File: src/rtl/mem_read_port.sv
// mem_read_port: request/acknowledge memory reader with a held data register.
// Define MEM_READ_TIMEOUT_EN to abort reads that see no ack for TIMEOUT cycles.
module mem_read_port #(
   parameter int DATA_W  = 32,
   parameter int ADDR_W  = 9,
   parameter int TIMEOUT = 15
) (
   input  logic              clk,
   input  logic              reset,
   input  logic              start,
   input  logic [ADDR_W-1:0] addr,
   output logic              busy,
   output logic              done,
   output logic              err,
   output logic [DATA_W-1:0] data_out,
   output logic [ADDR_W-1:0] mem_addr,
   output logic              mem_rd,
   input  logic              mem_ack,
   input  logic [DATA_W-1:0] mem_rdata
);

   typedef enum logic {IDLE, REQ} state_t;

   state_t            state, state_n;
   logic [ADDR_W-1:0] addr_n;
   logic [DATA_W-1:0] data_n;
   logic              rd_n;
   logic              busy_n;
   logic              done_n;

`ifdef MEM_READ_TIMEOUT_EN
   localparam int CW = $clog2(TIMEOUT + 1);
   localparam logic [CW-1:0] LAST = CW'(TIMEOUT - 1);

   logic [CW-1:0] cnt, cnt_n;
   logic          err_n;
`else
   logic unused_timeout;
   assign unused_timeout = (TIMEOUT >= 1);
   assign err = 1'b0;
`endif

   always_comb begin
      state_n = state;
      addr_n  = mem_addr;
      data_n  = data_out;
      rd_n    = mem_rd;
      busy_n  = busy;
      done_n  = 1'b0;
`ifdef MEM_READ_TIMEOUT_EN
      cnt_n   = cnt;
      err_n   = 1'b0;
`endif
      unique case (state)
         IDLE: begin
            if (start) begin
               addr_n  = addr;
               rd_n    = 1'b1;
               busy_n  = 1'b1;
               state_n = REQ;
`ifdef MEM_READ_TIMEOUT_EN
               cnt_n   = '0;
`endif
            end
         end
         REQ: begin
            // an ack in the final counted cycle still wins over timeout
            if (mem_ack) begin
               data_n  = mem_rdata;
               rd_n    = 1'b0;
               busy_n  = 1'b0;
               done_n  = 1'b1;
               state_n = IDLE;
            end
`ifdef MEM_READ_TIMEOUT_EN
            else if (cnt == LAST) begin
               rd_n    = 1'b0;
               busy_n  = 1'b0;
               err_n   = 1'b1;
               state_n = IDLE;
            end else begin
               cnt_n   = cnt + CW'(1);
            end
`endif
         end
      endcase
   end

   always_ff @(posedge clk or posedge reset) begin
      if (reset) begin
         state    <= IDLE;
         mem_addr <= '0;
         data_out <= '0;
         mem_rd   <= 1'b0;
         busy     <= 1'b0;
         done     <= 1'b0;
      end else begin
         state    <= state_n;
         mem_addr <= addr_n;
         data_out <= data_n;
         mem_rd   <= rd_n;
         busy     <= busy_n;
         done     <= done_n;
      end
   end

`ifdef MEM_READ_TIMEOUT_EN
   always_ff @(posedge clk or posedge reset) begin
      if (reset) begin
         cnt <= '0;
         err <= 1'b0;
      end else begin
         cnt <= cnt_n;
         err <= err_n;
      end
   end
`endif

endmodule

File: config.mk
export PLATFORM = sky130hd
export DESIGN_NAME = mem_read_port
export DESIGN_NICKNAME = d
export VERILOG_FILES = /design/src/rtl/mem_read_port.sv
export SDC_FILE = /design/constraint.sdc
export NUM_CORES = 1
export LEC_CHECK = 0
export ABC_AREA = 1
export BUFFER_PORTS_ARGS = -buffer_cell sky130_fd_sc_hd__buf_2
export CORE_ASPECT_RATIO = 0.7
export CORE_UTILIZATION = 40
export CTS_CLUSTER_DIAMETER = 200
export CTS_CLUSTER_SIZE = 28
export DETAILED_ROUTE_END_ITERATION = 12
export PLACE_DENSITY = 0.75
export RECOVER_POWER = 50
export SLEW_MARGIN = 5
export SYNTH_ARGS = -nofsm -noshare
export SYNTH_HDL_FRONTEND = slang
export SYNTH_SLANG_ARGS = --single-unit
File: constraint.sdc
create_clock -name clk -period 1.5 [get_ports clk]
set_input_delay 0.075 -clock clk [delete_from_list [all_inputs] [get_ports clk]]
set_output_delay 0.075 -clock clk [all_outputs]
set_load 0.005 [all_outputs]
==> flow_metrics.tcl <==
set metrics [dict create \
    final_area_sq_um 2623 \
    mostFrequentLayoutCells "nand2_1 (116), buf_2 (77), dfrtp_1 (44)" \
    worst-endpoint-arrival_ns 1.28 \
    status "finished, final reports clean" \
    p_per_area_nw_per_um2 1197 \
    grt_max_degree 35 \
    crit_chain "nand2_2 > inv_4 > nand2_1 > nand2_1" \
    min_path_type "in2reg" \
    filler_cell_count 349 \
    wl_per_cell_um 11.63 \
    slowest_stage "dfrtp_1" \
    syn2layout_area_growth_pct 53.22 \
    ant_nets 0 \
    ys_warn_count 0 \
    rsz0062_at_grt "no" \
    finalSetupViolations 0 \
    clkLatencyLatePin_ns 0.28 \
    ys_seq_area_share_pct 64.33 \
    syn_inst 187 \
    drc 0 \
    diodes 0 \
    grt_pass1_vias 1607 \
    die_h_um 56.73 \
    synth_seq_cells 44 \
    end_kind "flop" \
    hpwl_um 2665 \
    first_iter_violations 93 \
    initial_utilization_pct 42.60 \
    fin_crit_sh_pct 70.48 \
    gp_congestion 0.7412 \
    cts_tree "built" \
    clock-root-buffer "clkbuf_8" \
    max_freq_mhz 946.0 \
    dp_slack_ns 0.4640 \
    grt_antenna_before_repair 0 \
    vdd_drop_max_mv 0.6451 \
    cp.required_ns 1.72 \
    layout-drive-gt1-share_pct 31.85 \
    maxCapViolCount 0 \
    whs_ns 0.002333 \
    clk_pin_slew_ns 0.07 \
    nets 359 \
    min_period_ns 1.057 \
    ys_types 13 \
    synth_area_sq_um 1712 \
    htreeDepth 2 \
    cts.sinks 44 \
    crit_top_cell "nand2_1" \
    ioPinCount 90 \
    hold_viol_final 0 \
    fin_util_pct 65.28 \
    num_vias 1621 \
    finalSetupTns_ns 0 \
    place_inst 322 \
    grt_use_total_pct 20.29 \
    vias_per_cell 4.429 \
    core_region_area_sq_um 4018 \
    stdcell_count 366 \
    leakage_nw 1.492 \
    final_common_cell "nand2_1" \
    die_area_sq_um 4549 \
    synth_nets 232 \
    critical_path_class "reg2reg" \
    grt_pass1_wl_um 6969 \
    dr.pass1.iters 4 \
    fin_worst_skew_ns 0.002656 \
    overflow 0 \
    crit_path_max_fanout 34 \
    port_buffers 88 \
    die_x_um 80.19 \
    p_total_mw 3.140 \
    synth.avg_cell_area_sq_um 9.153 \
    cts_buffer_depth 2 \
    start_kind "flop" \
    cts-buffers-inserted 5 \
    cp_slowest_stage_delay_ns 0.40 \
    placed_area_sq_um 2170 \
    final_max_slew_viol_count 0 \
    wl_um 4256 \
    timing.final.ws_setup_ns 0.4429 \
    num_rows 19 \
]
Yosys cell counts (all sizes together):
| cell type | n | area [sq um] |
|---|---|---|
| a21oi | 1 | 5.000 |
| conb | 1 | 3.750 |
| inv | 5 | 21.27 |
| o21ai | 1 | 5.000 |
| nor2 | 1 | 6.260 |
| nand2 | 125 | 491.7 |
| dfrtp | 44 | 1101 |
| buf | 9 | 77.57 |
flip-flops by register name (all words and copies together) (netlist names):
register  cells
mem_addr      9
mem_rd        1
done          1
state         1
data_out     32
routing by layer:
metal	GRT usage (%)	vias up	part of all wire [%]
met4	4.847	0	0.45
met5	0	-	0
met2	35.04	64	48
met3	5.041	2	6.2
li1	-	806	-
met1	25.53	749	45
layout make-up:
cell class / instances / area, sq um / area share [%]
sequential: 44 / 1101 / 41.98
timing repair buffer: 129 / 827.0 / 31.54
multi-input combinational: 129 / 511.7 / 19.51
clock buffer: 7 / 96.34 / 3.674
tap: 52 / 65.06 / 2.481
inverter: 5 / 21.27 / 0.8111
worst max-delay path: cells and delay by family (launching register included):
kind / cells / cell delay (ns)
flops: 1 / 0.40
simple gates: 3 / 0.29
buf+inv: 1 / 0.29
power breakdown:
group | leakage, nW | internal (mW) | switching [mW]
combinational | 0.898 | 0.389 | 0.386
clock | 0.0503 | 0.410 | 0.359
sequential | 0.544 | 1.45 | 0.147
logic make-up (layout without fill, tap and decap cells):
family | count (synthesis) | count (layout) | synth area share (%)
DFF | 44 | 44 | 64.33
buffers and inverters | 14 | 141 | 5.775
AOI/OAI and AO/OA | 2 | 2 | 0.5842
and+or+nand+nor | 126 | 126 | 29.09
other | 1 | 1 | 0.2191
worst paths after layout:
check	start	endpoint	slack [ns]	cells past startpoint
setup / recovery	state	data_out[27]	0.44	4
hold / removal	mem_rdata[10]	data_out[10]	0.002	3
setup reg to reg	state	data_out[27]	0.44	4
hold reg to reg	data_out[23]	data_out[23]	0.48	2
max in group asynchronous	reset	data_out[7]	0.55	4
min in group asynchronous	reset	data_out[9]	0.38	3
repair_timing:
item	CTS	global route
hold buffers	37	0
resized for setup	0	0
setup endpoints to repair	0	0
endpoints found under the hold margin	58	0
buffers inserted	0	0
(Power assumes the default switching activity.)
